### src/rtl/road_queue_sensor_if.sv
// Signal bundle between the lamp controller side and road_queue_sensor.
//   master : drives arrival pulses, road lamps and walk lamp; observes queue state
//   slave  : road_queue_sensor itself
// With WAIT_STATS_EN defined the bundle also carries max_wait[7:0].
interface road_queue_sensor_if;
  logic       roada_arrive;
  logic       roadb_arrive;
  logic       roadc_arrive;
  logic       roadd_arrive;
  logic [2:0] roada_light;
  logic [2:0] roadb_light;
  logic [2:0] roadc_light;
  logic [2:0] roadd_light;
  logic [2:0] walk_way_light;
  logic [3:0] roada_count;
  logic [3:0] roadb_count;
  logic [3:0] roadc_count;
  logic [3:0] roadd_count;
  logic [3:0] overflow;
  logic       conflict;
  logic [2:0] conflict_code;
`ifdef WAIT_STATS_EN
  logic [7:0] max_wait;

  modport master (
    output roada_arrive, roadb_arrive, roadc_arrive, roadd_arrive,
    output roada_light, roadb_light, roadc_light, roadd_light, walk_way_light,
    input  roada_count, roadb_count, roadc_count, roadd_count,
    input  overflow, conflict, conflict_code, max_wait
  );

  modport slave (
    input  roada_arrive, roadb_arrive, roadc_arrive, roadd_arrive,
    input  roada_light, roadb_light, roadc_light, roadd_light, walk_way_light,
    output roada_count, roadb_count, roadc_count, roadd_count,
    output overflow, conflict, conflict_code, max_wait
  );
`else
  modport master (
    output roada_arrive, roadb_arrive, roadc_arrive, roadd_arrive,
    output roada_light, roadb_light, roadc_light, roadd_light, walk_way_light,
    input  roada_count, roadb_count, roadc_count, roadd_count,
    input  overflow, conflict, conflict_code
  );

  modport slave (
    input  roada_arrive, roadb_arrive, roadc_arrive, roadd_arrive,
    input  roada_light, roadb_light, roadc_light, roadd_light, walk_way_light,
    output roada_count, roadb_count, roadc_count, roadd_count,
    output overflow, conflict, conflict_code
  );
`endif
endinterface

### src/rtl/road_queue_sensor.sv
// road_queue_sensor: per-road vehicle queue estimator and lamp safety monitor.
// Ports:
//   clk  : clock, rising edge
//   rst  : asynchronous active-low reset
//   bus  : road_queue_sensor_if.slave -- arrival pulses, lamp states in;
//          registered queue counts, sticky overflow/conflict/conflict_code out
// Parameter DEPART_CYCLES (1..15): green cycles needed to discharge one vehicle.
// Optional macro WAIT_STATS_EN adds per-road wait counters and bus.max_wait.
module road_queue_sensor #(
  parameter int unsigned DEPART_CYCLES = 2
) (
  input logic                 clk,
  input logic                 rst,
  road_queue_sensor_if.slave  bus
);
  localparam int unsigned NR = 4;   // roads
  localparam int unsigned CW = 4;   // count / timer width
  localparam int unsigned WW = 8;   // wait statistic width
  localparam logic [2:0] RED    = 3'b100;
  localparam logic [2:0] YELLOW = 3'b010;
  localparam logic [2:0] GREEN  = 3'b001;
  localparam logic [2:0] WALK   = 3'b001;
  localparam logic [2:0] NOWALK = 3'b100;
  localparam logic [CW-1:0] CNT_MAX  = '1;
  localparam logic [CW-1:0] TMR_LAST = CW'(DEPART_CYCLES - 1);

  logic [NR-1:0] arrive;
  logic [2:0]    light [NR];

  assign arrive   = {bus.roadd_arrive, bus.roadc_arrive, bus.roadb_arrive, bus.roada_arrive};
  assign light[0] = bus.roada_light;
  assign light[1] = bus.roadb_light;
  assign light[2] = bus.roadc_light;
  assign light[3] = bus.roadd_light;

  logic [CW-1:0] count_q [NR];
  logic [CW-1:0] count_d [NR];
  logic [CW-1:0] timer_q [NR];
  logic [CW-1:0] timer_d [NR];
  logic [NR-1:0] ovf_q, ovf_d;
  logic [NR-1:0] adv, dep;
  logic          conflict_q, conflict_d;
  logic [2:0]    code_q, code_d;
  logic [2:0]    n_active;
  logic          viol_a, viol_b, viol_c;

  // Queue update: a discharge and an arrival in the same cycle cancel out.
  always_comb begin
    ovf_d = ovf_q;
    adv   = '0;
    dep   = '0;
    for (int i = 0; i < NR; i++) begin
      adv[i]     = (light[i] == GREEN) && (count_q[i] != '0);
      dep[i]     = adv[i] && (timer_q[i] == TMR_LAST);
      timer_d[i] = (adv[i] && !dep[i]) ? timer_q[i] + CW'(1) : '0;
      count_d[i] = count_q[i];
      if (arrive[i] && !dep[i]) begin
        if (count_q[i] == CNT_MAX) ovf_d[i] = 1'b1;
        else                       count_d[i] = count_q[i] + CW'(1);
      end else if (!arrive[i] && dep[i]) begin
        count_d[i] = count_q[i] - CW'(1);
      end
    end
  end

  // Safety monitor: first violation latches with priority illegal > walk > multi-green.
  always_comb begin
    n_active = '0;
    viol_c   = (bus.walk_way_light != WALK) && (bus.walk_way_light != NOWALK);
    for (int i = 0; i < NR; i++) begin
      n_active = n_active + 3'(light[i] != RED);
      if ((light[i] != RED) && (light[i] != YELLOW) && (light[i] != GREEN)) viol_c = 1'b1;
    end
    viol_a     = (n_active >= 3'd2);
    viol_b     = (bus.walk_way_light == WALK) && (n_active != '0);
    conflict_d = conflict_q;
    code_d     = code_q;
    if (!conflict_q && (viol_a || viol_b || viol_c)) begin
      conflict_d = 1'b1;
      if (viol_c)      code_d = 3'b100;
      else if (viol_b) code_d = 3'b010;
      else             code_d = 3'b001;
    end
  end

  always_ff @(posedge clk or negedge rst) begin
    if (!rst) begin
      for (int i = 0; i < NR; i++) begin
        count_q[i] <= '0;
        timer_q[i] <= '0;
      end
      ovf_q      <= '0;
      conflict_q <= 1'b0;
      code_q     <= '0;
    end else begin
      for (int i = 0; i < NR; i++) begin
        count_q[i] <= count_d[i];
        timer_q[i] <= timer_d[i];
      end
      ovf_q      <= ovf_d;
      conflict_q <= conflict_d;
      code_q     <= code_d;
    end
  end

  assign bus.roada_count   = count_q[0];
  assign bus.roadb_count   = count_q[1];
  assign bus.roadc_count   = count_q[2];
  assign bus.roadd_count   = count_q[3];
  assign bus.overflow      = ovf_q;
  assign bus.conflict      = conflict_q;
  assign bus.conflict_code = code_q;

`ifdef WAIT_STATS_EN
  logic [WW-1:0] wait_q [NR];
  logic [WW-1:0] wait_d [NR];
  logic [WW-1:0] max_q, max_d;

  // Wait counters run while vehicles queue behind a non-green lamp; max tracks next values.
  always_comb begin
    max_d = max_q;
    for (int i = 0; i < NR; i++) begin
      wait_d[i] = '0;
      if ((count_q[i] != '0) && (light[i] != GREEN))
        wait_d[i] = (wait_q[i] == '1) ? wait_q[i] : wait_q[i] + WW'(1);
      if (wait_d[i] > max_d) max_d = wait_d[i];
    end
  end

  always_ff @(posedge clk or negedge rst) begin
    if (!rst) begin
      for (int i = 0; i < NR; i++) wait_q[i] <= '0;
      max_q <= '0;
    end else begin
      for (int i = 0; i < NR; i++) wait_q[i] <= wait_d[i];
      max_q <= max_d;
    end
  end

  assign bus.max_wait = max_q;
`endif
endmodule

### src/flat_wrapper.sv
// flat-port wrapper written by rule: the top's interface ports become plain ports
module road_queue_sensor_flat 
#(
  parameter int unsigned DEPART_CYCLES = 2
)
  (clk, rst, bus_roada_arrive, bus_roadb_arrive, bus_roadc_arrive, bus_roadd_arrive, bus_roada_light, bus_roadb_light, bus_roadc_light, bus_roadd_light, bus_walk_way_light, bus_roada_count, bus_roadb_count, bus_roadc_count, bus_roadd_count, bus_overflow, bus_conflict, bus_conflict_code);
  road_queue_sensor_if bus_i ();
  input logic clk;
  input logic rst;
  input wire logic [$bits(bus_i.roada_arrive)-1:0] bus_roada_arrive;
  input wire logic [$bits(bus_i.roadb_arrive)-1:0] bus_roadb_arrive;
  input wire logic [$bits(bus_i.roadc_arrive)-1:0] bus_roadc_arrive;
  input wire logic [$bits(bus_i.roadd_arrive)-1:0] bus_roadd_arrive;
  input wire logic [$bits(bus_i.roada_light)-1:0] bus_roada_light;
  input wire logic [$bits(bus_i.roadb_light)-1:0] bus_roadb_light;
  input wire logic [$bits(bus_i.roadc_light)-1:0] bus_roadc_light;
  input wire logic [$bits(bus_i.roadd_light)-1:0] bus_roadd_light;
  input wire logic [$bits(bus_i.walk_way_light)-1:0] bus_walk_way_light;
  output wire logic [$bits(bus_i.roada_count)-1:0] bus_roada_count;
  output wire logic [$bits(bus_i.roadb_count)-1:0] bus_roadb_count;
  output wire logic [$bits(bus_i.roadc_count)-1:0] bus_roadc_count;
  output wire logic [$bits(bus_i.roadd_count)-1:0] bus_roadd_count;
  output wire logic [$bits(bus_i.overflow)-1:0] bus_overflow;
  output wire logic [$bits(bus_i.conflict)-1:0] bus_conflict;
  output wire logic [$bits(bus_i.conflict_code)-1:0] bus_conflict_code;
  assign bus_i.roada_arrive = bus_roada_arrive;
  assign bus_i.roadb_arrive = bus_roadb_arrive;
  assign bus_i.roadc_arrive = bus_roadc_arrive;
  assign bus_i.roadd_arrive = bus_roadd_arrive;
  assign bus_i.roada_light = bus_roada_light;
  assign bus_i.roadb_light = bus_roadb_light;
  assign bus_i.roadc_light = bus_roadc_light;
  assign bus_i.roadd_light = bus_roadd_light;
  assign bus_i.walk_way_light = bus_walk_way_light;
  assign bus_roada_count = bus_i.roada_count;
  assign bus_roadb_count = bus_i.roadb_count;
  assign bus_roadc_count = bus_i.roadc_count;
  assign bus_roadd_count = bus_i.roadd_count;
  assign bus_overflow = bus_i.overflow;
  assign bus_conflict = bus_i.conflict;
  assign bus_conflict_code = bus_i.conflict_code;
  road_queue_sensor #(.DEPART_CYCLES(DEPART_CYCLES)) u_core (.clk(clk), .rst(rst), .bus(bus_i));
endmodule
### config.mk
export PLATFORM = sky130hd
export DESIGN_NAME = road_queue_sensor_flat
export DESIGN_NICKNAME = d
export VERILOG_FILES = /design/src/rtl/road_queue_sensor_if.sv /design/src/rtl/road_queue_sensor.sv /design/src/flat_wrapper.sv
export SDC_FILE = /design/constraint.sdc
export NUM_CORES = 1
export LEC_CHECK = 0
export CAP_MARGIN = 10
export CORE_MARGIN = 3
export CORE_UTILIZATION = 35
export CTS_CLUSTER_SIZE = 20
export DETAILED_ROUTE_END_ITERATION = 10
export PLACE_DENSITY = 0.53
export SYNTH_ARGS = -nofsm -noshare
export SYNTH_HDL_FRONTEND = slang
export SYNTH_SLANG_ARGS = --single-unit
### constraint.sdc
create_clock -name clk -period 3.95 [get_ports clk]
set_clock_uncertainty 0.2 [all_clocks]
set_input_delay 1.185 -clock clk [delete_from_list [all_inputs] [get_ports clk]]
set_output_delay 1.185 -clock clk [all_outputs]
set_load 0.03 [all_outputs]
==> run_summary.xml, run 1 <==
<?xml version="1.0" encoding="UTF-8"?>
<metrics>
  <group name="timing">
    <metric name="finalCriticalPeriod" unit="ps">3810</metric>
    <metric name="slew_headroom" unit="%">37.3</metric>
    <metric name="fin_crit_sh" unit="%">96.4</metric>
    <metric name="hold_violations" unit="">0</metric>
    <metric name="final-setup-viol-count" unit="">0</metric>
    <metric name="timing.fmax" unit="GHz">0.263</metric>
    <metric name="final_max_slew_violation_count" unit="">0</metric>
    <metric name="worstMarginPinSlew" unit="ps">941</metric>
    <metric name="rsz0062_at_grt" unit="">true</metric>
    <metric name="holdWs" unit="ps">274</metric>
  </group>
  <group name="synth">
    <metric name="synthTopCellsByArea" unit="">dfrtp_1 42%, ha_1 9.9%, xnor2_1 5.9%</metric>
    <metric name="synth_top_area_share" unit="%">41.9</metric>
    <metric name="yosys-top-cells-count" unit="">40 x dfrtp_1, 23 x nor2_1, 19 x ha_1, 16 x xnor2_1, 14 x nand2_1</metric>
    <metric name="post_synthesis_cell_type_with_the_largest_combined_area" unit="">dfrtp_1</metric>
    <metric name="synth-async-reset-ratio" unit="%">100</metric>
    <metric name="synth_cells" unit="">225</metric>
    <metric name="dominantRegCellSynth" unit="">dfrtp_1</metric>
    <metric name="synth-seq-cells" unit="">40</metric>
    <metric name="synth.lib_cells_used.distinct" unit="">39</metric>
    <metric name="mapped_avg_cell_area" unit="µm²">10.6</metric>
    <metric name="yosysWarningCount" unit="">0</metric>
    <metric name="synth.net_count" unit="">270</metric>
    <metric name="edff_count_synth" unit="">0</metric>
    <metric name="ys_seq_area_share" unit="%">41.9</metric>
    <metric name="synth.cell_area" unit="µm²">2390</metric>
    <metric name="yosys.cell_count.top_type" unit="">dfrtp_1</metric>
  </group>
  <group name="clocking">
    <metric name="postCtsSetupRepairBufs" unit="">0</metric>
    <metric name="clock_buffer_count_from_cts" unit="">5</metric>
    <metric name="cts_root_buf" unit="">clkbuf_8</metric>
    <metric name="insertion_delay" unit="ps">290</metric>
    <metric name="clock_tree_from_tritoncts" unit="">done</metric>
    <metric name="cts.htree.levels" unit="">2</metric>
    <metric name="hold_buffers" unit="">0</metric>
    <metric name="clockBufferDepth" unit="">2</metric>
    <metric name="worst_setup_hold_path_clk_slew" unit="ps">70</metric>
    <metric name="cts.sink_count" unit="">40</metric>
  </group>
  <group name="drt">
    <metric name="totalWireLength" unit="µm">4910</metric>
    <metric name="route.detailed.drc" unit="">0</metric>
    <metric name="wl_per_cell" unit="µm">13.4</metric>
    <metric name="route.vias.total" unit="">1853</metric>
    <metric name="viasPerCell" unit="">5.04</metric>
    <metric name="first_pass_iters" unit="">4</metric>
    <metric name="drt_iter0_markers" unit="">54</metric>
    <metric name="antenna_left" unit="">0</metric>
  </group>
  <group name="placed_design">
    <metric name="io_buffer_count" unit="">44</metric>
    <metric name="routabilityCongestion" unit="">0.739</metric>
    <metric name="placedCellCount" unit="">360</metric>
    <metric name="detailedPlacementHpwl" unit="µm">3740</metric>
  </group>
  <group name="die">
    <metric name="core_region_area" unit="µm²">6490</metric>
    <metric name="initial_cell_density_of_the_core" unit="%">36.8</metric>
    <metric name="placementRows" unit="">29</metric>
    <metric name="die_w" unit="µm">88.7</metric>
    <metric name="die_area" unit="µm²">7860</metric>
    <metric name="dieHeight" unit="µm">88.7</metric>
    <metric name="io-pin-count" unit="">45</metric>
  </group>
  <group name="worst_setup_path">
    <metric name="crit_fanout" unit="">2</metric>
    <metric name="r2r_worst_path_depth" unit="">11</metric>
    <metric name="worst_setup_path_start_kind" unit="">input port</metric>
    <metric name="worst-endpoint-arrival" unit="ps">3790</metric>
    <metric name="critical_path_class" unit="">in2reg</metric>
    <metric name="regToRegEndpoint" unit="">u_core.bus.roadb_count[3]$_DFFE_PN0P_</metric>
    <metric name="worst-r2r-setup-slack" unit="ps">950</metric>
    <metric name="worst_setup_path_end_kind" unit="">flip-flop</metric>
    <metric name="rr_startpoint" unit="">u_core.timer_q[9]$_DFF_PN0_</metric>
    <metric name="critical_path_required" unit="ps">3930</metric>
  </group>
  <group name="hold_path">
    <metric name="holdCritStartpoint" unit="">u_core.bus.overflow[3]$_DFFE_PN0P_</metric>
    <metric name="hold-path-cell-count" unit="">1</metric>
    <metric name="worstHoldPathType" unit="">reg2reg</metric>
    <metric name="hold_path_end" unit="">u_core.bus.overflow[3]$_DFFE_PN0P_</metric>
  </group>
  <group name="grt">
    <metric name="track_usage" unit="%">13.9</metric>
    <metric name="overflow" unit="">0</metric>
    <metric name="grt_pass1_wl" unit="µm">8510</metric>
    <metric name="grt_max_degree" unit="">41</metric>
    <metric name="first_global_vias" unit="">1889</metric>
    <metric name="number_of_antenna_violations_at_the_first_check_in_global_routing" unit="">0</metric>
  </group>
  <group name="cells_and_area">
    <metric name="antennaDiodeCount" unit="">0</metric>
    <metric name="area_growth" unit="%">31.0</metric>
    <metric name="fin_nets" unit="">335</metric>
    <metric name="finalNonFillerCells" unit="">368</metric>
    <metric name="final_layout_size_suffix_gt1_share" unit="%">11.7</metric>
  </group>
  <group name="pwr">
    <metric name="pwr_density_cell" unit="nW/µm²">589</metric>
    <metric name="p_leak" unit="nW">1.37</metric>
    <metric name="ir_worst_vdd" unit="µV">399</metric>
  </group>
  <group name="run">
    <metric name="max-cap-violations" unit="">0</metric>
  </group>
  <group name="run_status">
    <metric name="status" unit="">complete, no violations</metric>
  </group>
</metrics>
## layout make-up
cell class | instances | area [µm²]
Multi-Input combinational cell | 174 | 1360
Tap cell | 77 | 96.3
Inverter | 10 | 37.5
Fill cell | 639 | 3360
Sequential cell | 40 | 1000
Timing Repair Buffer | 59 | 548
Clock buffer | 8 | 90.1
## report_power, final
part           internal, mW  total, mW  switching (mW)
Combinational         0.443      0.895           0.453
Clock                 0.143      0.282           0.139
Sequential            0.517      0.669           0.152
## routing by layer
metal  routed length [µm]  part of all wire, %  vias to the layer above  track usage [%]
li1                     -                    -                      928                -
met1                 2360                   48                      886             18.0
met2                 2260                   46                       31             22.3
met3                  208                  4.2                        8             3.54
met4                   90                  1.8                        0             5.36
met5                    0                    0                        -                0
## through the flow
stage          worst slack, ps  instance area (µm²)  util (%)  setup TNS, ps  total power [mW]
2_1_floorplan              310                 2390         -              0              1.24
3_5_place_dp              -235                 3030      46.7           -672              1.58
4_1_cts                   68.5                 3120      48.0              0              1.88
5_1_grt                  -11.8                 3130      48.2          -11.8              1.99
3_3_place_gp              -222                 3030      46.7           -623              1.57
6_report                   142                 3130      48.2              0              1.85
## logic make-up (layout without fill, tap and decap cells)
group / after synthesis / after routing / share of synthesized area (%)
flops: 40 / 40 / 41.9
simple gates: 84 / 84 / 18.7
fa+ha+maj: 24 / 24 / 14.1
buf+inv: 11 / 77 / 1.78
xor+xnor: 23 / 23 / 8.42
mux: 11 / 11 / 5.23
compound gates: 32 / 32 / 9.89
## worst max path at each step
stage                       startpoint  slack, ps  depth (start not counted)                                       to
finish              bus_roadb_light[2]        140                         10  u_core.bus.conflict_code[1]$_DFFE_PN0P_
global route        bus_roadb_light[2]        -10                         11  u_core.bus.conflict_code[2]$_DFFE_PN0P_
CTS                 bus_roadb_light[2]         70                         11  u_core.bus.conflict_code[2]$_DFFE_PN0P_
detailed placement  bus_roadb_light[2]       -240                         11  u_core.bus.conflict_code[2]$_DFFE_PN0P_
global placement    bus_roadb_light[2]       -220                         11  u_core.bus.conflict_code[0]$_DFFE_PN0P_
floorplan           bus_roadb_light[1]        310                         10  u_core.bus.conflict_code[2]$_DFFE_PN0P_
## critical path, stage by stage
cell	delay, ps
clkdlybuf4s50_1	480
or3b_2	460
ha_1	280
inv_1	40
fa_1	380
ha_1	310
nor3b_2	200
nor4b_2	70
buf_4	130
a32o_1	240
## layout by cell type, fill, tap and decap left out, types with 5 or more instances in the layout
| cell type | Yosys | routed |
|---|---|---|
| xor2_1 | 7 | 7 |
| nand3_1 | 6 | 6 |
| xnor2_1 | 16 | 16 |
| clkbuf_8 | 0 | 6 |
| nand2_1 | 14 | 14 |
| nor3b_1 | 6 | 5 |
| o21ai_0 | 6 | 6 |
| clkdlybuf4s50_1 | 0 | 43 |
| nor4_1 | 5 | 5 |
| mux2i_1 | 5 | 5 |
| buf_4 | 0 | 15 |
| a21oi_1 | 8 | 8 |
| ha_1 | 19 | 19 |
| dfrtp_1 | 40 | 40 |
| a21o_1 | 6 | 6 |
| inv_1 | 10 | 10 |
| nor2_1 | 23 | 23 |
| nand4_1 | 6 | 6 |
| fa_1 | 5 | 5 |
## flip-flops by register name, indices dropped and copies added, names as in the netlist
| register | count |
|---|---|
| u_core.timer_q | 16 |
| u_core.bus.overflow | 4 |
| u_core.bus.roada_count | 4 |
| u_core.bus.roadb_count | 4 |
| u_core.bus.roadc_count | 4 |
| u_core.bus.roadd_count | 4 |
| u_core.bus.conflict_code | 3 |
| u_core.bus.conflict | 1 |
## repair_timing
item,in CTS,in global routing
hold endpoints to repair,0,0
setup endpoints to repair,0,3
gates resized for setup,0,2
(Power assumes the default switching activity.)
==> run 2: changes to the inputs <==
--- a/config.mk
+++ b/config.mk
@@ -10,7 +10,6 @@
 export CORE_UTILIZATION = 35
 export CTS_CLUSTER_SIZE = 20
 export DETAILED_ROUTE_END_ITERATION = 10
-export PLACE_DENSITY = 0.53
 export SYNTH_ARGS = -nofsm -noshare
 export SYNTH_HDL_FRONTEND = slang
 export SYNTH_SLANG_ARGS = --single-unit
==> run 2 against run 1 <==
Global-route usage is 0.35 points lower. Final area increased by 0.32%. Hold slack improved by 2.7 ps. Count of clock-buffer cells in the layout unchanged. Largest cell class unchanged. Setup slack worse by 3.9 ps. Critical path depth grew 1. Sequential power about the same. Highest routed layer unchanged. Routed wire length shrank 1.2%. Critical endpoint is now u_core.bus.conflict_code[0]$_DFFE_PN0P_. Clock power hardly changed. Total power up 0.19%. Core utilization is 0.15 points higher. Critical path type unchanged.
==> run_summary.xml, run 2 (synthesis results as in run 1) <==
<?xml version="1.0" encoding="UTF-8"?>
<metrics>
  <group name="clocking">
    <metric name="cts_root_buf" unit="">clkbuf_8</metric>
    <metric name="clockBufferDepth" unit="">2</metric>
    <metric name="insertion_delay" unit="ps">290</metric>
    <metric name="clock_tree_from_tritoncts" unit="">done</metric>
    <metric name="clock_buffer_count_from_cts" unit="">5</metric>
    <metric name="cts.sink_count" unit="">40</metric>
    <metric name="worst_setup_hold_path_clk_slew" unit="ps">80</metric>
    <metric name="cts.htree.levels" unit="">2</metric>
  </group>
  <group name="timing">
    <metric name="setup_ws" unit="ps">138</metric>
    <metric name="final-setup-viol-count" unit="">0</metric>
    <metric name="fin_crit_sh" unit="%">96.5</metric>
    <metric name="worstMarginPinSlew" unit="ps">899</metric>
    <metric name="final_max_slew_violation_count" unit="">0</metric>
    <metric name="finalCriticalPeriod" unit="ps">3810</metric>
    <metric name="rsz0062_at_grt" unit="">false</metric>
    <metric name="holdWs" unit="ps">277</metric>
    <metric name="totalNegativeSetupSlack" unit="ps">0</metric>
    <metric name="slew_headroom" unit="%">40.1</metric>
    <metric name="hold_violations" unit="">0</metric>
    <metric name="timing.fmax" unit="GHz">0.262</metric>
  </group>
  <group name="die">
    <metric name="placementRows" unit="">29</metric>
    <metric name="die_area" unit="µm²">7860</metric>
    <metric name="initial_cell_density_of_the_core" unit="%">36.8</metric>
    <metric name="core_region_area" unit="µm²">6490</metric>
    <metric name="die_w" unit="µm">88.7</metric>
    <metric name="io-pin-count" unit="">45</metric>
    <metric name="dieHeight" unit="µm">88.7</metric>
  </group>
  <group name="placed_design">
    <metric name="routabilityCongestion" unit="">0.786</metric>
    <metric name="pre_cts_slack" unit="ps">-291</metric>
    <metric name="io_buffer_count" unit="">44</metric>
    <metric name="detailedPlacementHpwl" unit="µm">3700</metric>
  </group>
  <group name="grt">
    <metric name="number_of_antenna_violations_at_the_first_check_in_global_routing" unit="">0</metric>
    <metric name="overflow" unit="">0</metric>
    <metric name="grt_pass1_wl" unit="µm">8440</metric>
    <metric name="first_global_vias" unit="">1852</metric>
    <metric name="grt_max_degree" unit="">41</metric>
    <metric name="track_usage" unit="%">13.6</metric>
  </group>
  <group name="cells_and_area">
    <metric name="fin_nets" unit="">334</metric>
    <metric name="area_growth" unit="%">31.4</metric>
    <metric name="area_of_the_multi_input_gates" unit="µm²">1380</metric>
    <metric name="filler_cell_count" unit="">597</metric>
    <metric name="layout_commonest_cell" unit="">clkdlybuf4s50_1</metric>
    <metric name="final_layout_size_suffix_gt1_share" unit="%">12.4</metric>
    <metric name="highest_count_cells_in_the_layout_ignoring_fill_and_taps" unit="">43 x clkdlybuf4s50_1, 40 x dfrtp_1, 23 x nor2_1</metric>
    <metric name="antennaDiodeCount" unit="">0</metric>
    <metric name="finished_core_util" unit="%">48.4</metric>
    <metric name="top_register" unit="">u_core.timer_q</metric>
    <metric name="ff_latch_area" unit="µm²">1000</metric>
    <metric name="largest_reg_flops" unit="">16</metric>
  </group>
  <group name="pwr">
    <metric name="power_frac_clock" unit="%">15.3</metric>
    <metric name="p_switching" unit="mW">0.745</metric>
    <metric name="internal_power" unit="mW">1.10</metric>
    <metric name="pwr_density_cell" unit="nW/µm²">589</metric>
    <metric name="switching_share" unit="%">40.3</metric>
    <metric name="ir_worst_vdd" unit="µV">363</metric>
    <metric name="power.share.sequential" unit="%">36.4</metric>
    <metric name="p_total" unit="mW">1.85</metric>
    <metric name="p_leak" unit="nW">1.36</metric>
    <metric name="combinationalPowerShare" unit="%">48.4</metric>
  </group>
  <group name="hold_path">
    <metric name="hold_path_end" unit="">u_core.bus.overflow[0]$_DFFE_PN0P_</metric>
    <metric name="holdCritStartpoint" unit="">u_core.bus.overflow[0]$_DFFE_PN0P_</metric>
    <metric name="worstHoldPathType" unit="">reg2reg</metric>
    <metric name="hold-path-cell-count" unit="">1</metric>
  </group>
  <group name="worst_setup_path">
    <metric name="regToRegEndpoint" unit="">u_core.bus.roadb_count[3]$_DFFE_PN0P_</metric>
    <metric name="rr_startpoint" unit="">u_core.timer_q[9]$_DFF_PN0_</metric>
    <metric name="r2r_worst_path_depth" unit="">11</metric>
    <metric name="worst_setup_path_end_kind" unit="">flip-flop</metric>
    <metric name="critical_path_class" unit="">in2reg</metric>
    <metric name="worst_setup_path_start_kind" unit="">input port</metric>
    <metric name="worst-endpoint-arrival" unit="ps">3790</metric>
    <metric name="worst-r2r-setup-slack" unit="ps">960</metric>
    <metric name="critical_path_required" unit="ps">3930</metric>
    <metric name="crit_fanout" unit="">2</metric>
  </group>
  <group name="drt">
    <metric name="antenna_left" unit="">0</metric>
    <metric name="viasPerCell" unit="">5.00</metric>
    <metric name="drt_iter0_markers" unit="">99</metric>
    <metric name="totalWireLength" unit="µm">4850</metric>
    <metric name="route.vias.total" unit="">1836</metric>
    <metric name="first_pass_iters" unit="">4</metric>
    <metric name="route.detailed.drc" unit="">0</metric>
    <metric name="wl_per_cell" unit="µm">13.2</metric>
  </group>
  <group name="run">
    <metric name="max-cap-violations" unit="">0</metric>
  </group>
  <group name="run_status">
    <metric name="status" unit="">complete, no violations</metric>
  </group>
</metrics>
run 2: cell types whose count changed in the layout (fill, tap and decap cells not counted), sizes merged:
| cell | delta |
|---|---|
| buf | -1 |
run 2: metrics by stage:
| stage | cells | cell area [µm²] |
|---|---|---|
| global placement | 359 | 3020 |
| global route | 367 | 3140 |
| detailed placement | 359 | 3020 |
| CTS | 367 | 3110 |
| finish | 367 | 3140 |
| floorplan | 225 | 2390 |
run 2: timing repair:
item	in CTS	in global routing
gates resized for setup	0	6
endpoints found under the setup margin	0	3
buffers inserted	0	0
hold buffers	0	0
run 2: critical path, cell delays in order:
cell and delay, ps:
clkdlybuf4s50_1 490, or3b_2 460, ha_1 290, inv_1 50, fa_2 370, ha_4 290
nor3b_2 40, nor4b_2 300, buf_4 170, nand2b_1 90, a21oi_1 60
run 2: cell type report:
cell class              instances  area share [%]
flip-flops and latches         40            31.9
repair buffers                 58            17.2
well taps                      77            3.07
clock buffers                   8            2.87
multi-input cells             174            43.8
inverters                      10            1.19
run 2: layer usage:
layer / GRT usage (%) / up-vias / share of wire, %
met2: 22.1 / 34 / 46
met5: 0 / - / 0
met1: 18.2 / 872 / 49
met3: 3.07 / 7 / 3.9
met4: 3.71 / 0 / 1.1
li1: - / 923 / -
run 2: worst max path at each step:
stage	startpoint	to	slack, ps	cells after the start
2_1_floorplan	bus_roadb_light[1]	u_core.bus.conflict_code[2]$_DFFE_PN0P_	310	10
3_5_place_dp	bus_roadb_light[2]	u_core.bus.conflict_code[2]$_DFFE_PN0P_	-290	11
3_3_place_gp	bus_roadb_light[2]	u_core.bus.conflict_code[0]$_DFFE_PN0P_	-230	11
6_report	bus_roadb_light[2]	u_core.bus.conflict_code[0]$_DFFE_PN0P_	140	11
4_1_cts	bus_roadb_light[2]	u_core.bus.conflict_code[2]$_DFFE_PN0P_	20	11
5_1_grt	bus_roadb_light[2]	u_core.bus.conflict_code[2]$_DFFE_PN0P_	6	11
run 2: power by group through the flow:
| stage | logic [mW] | clock network [mW] | registers [mW] |
|---|---|---|---|
| 2_1_floorplan | 0.383 | 0 | 0.854 |
| 3_5_place_dp | 0.896 | 0 | 0.683 |
| 6_report | 0.894 | 0.283 | 0.672 |
| 4_1_cts | 0.900 | 0.297 | 0.675 |
| 5_1_grt | 0.979 | 0.314 | 0.700 |
| 3_3_place_gp | 0.885 | 0 | 0.680 |
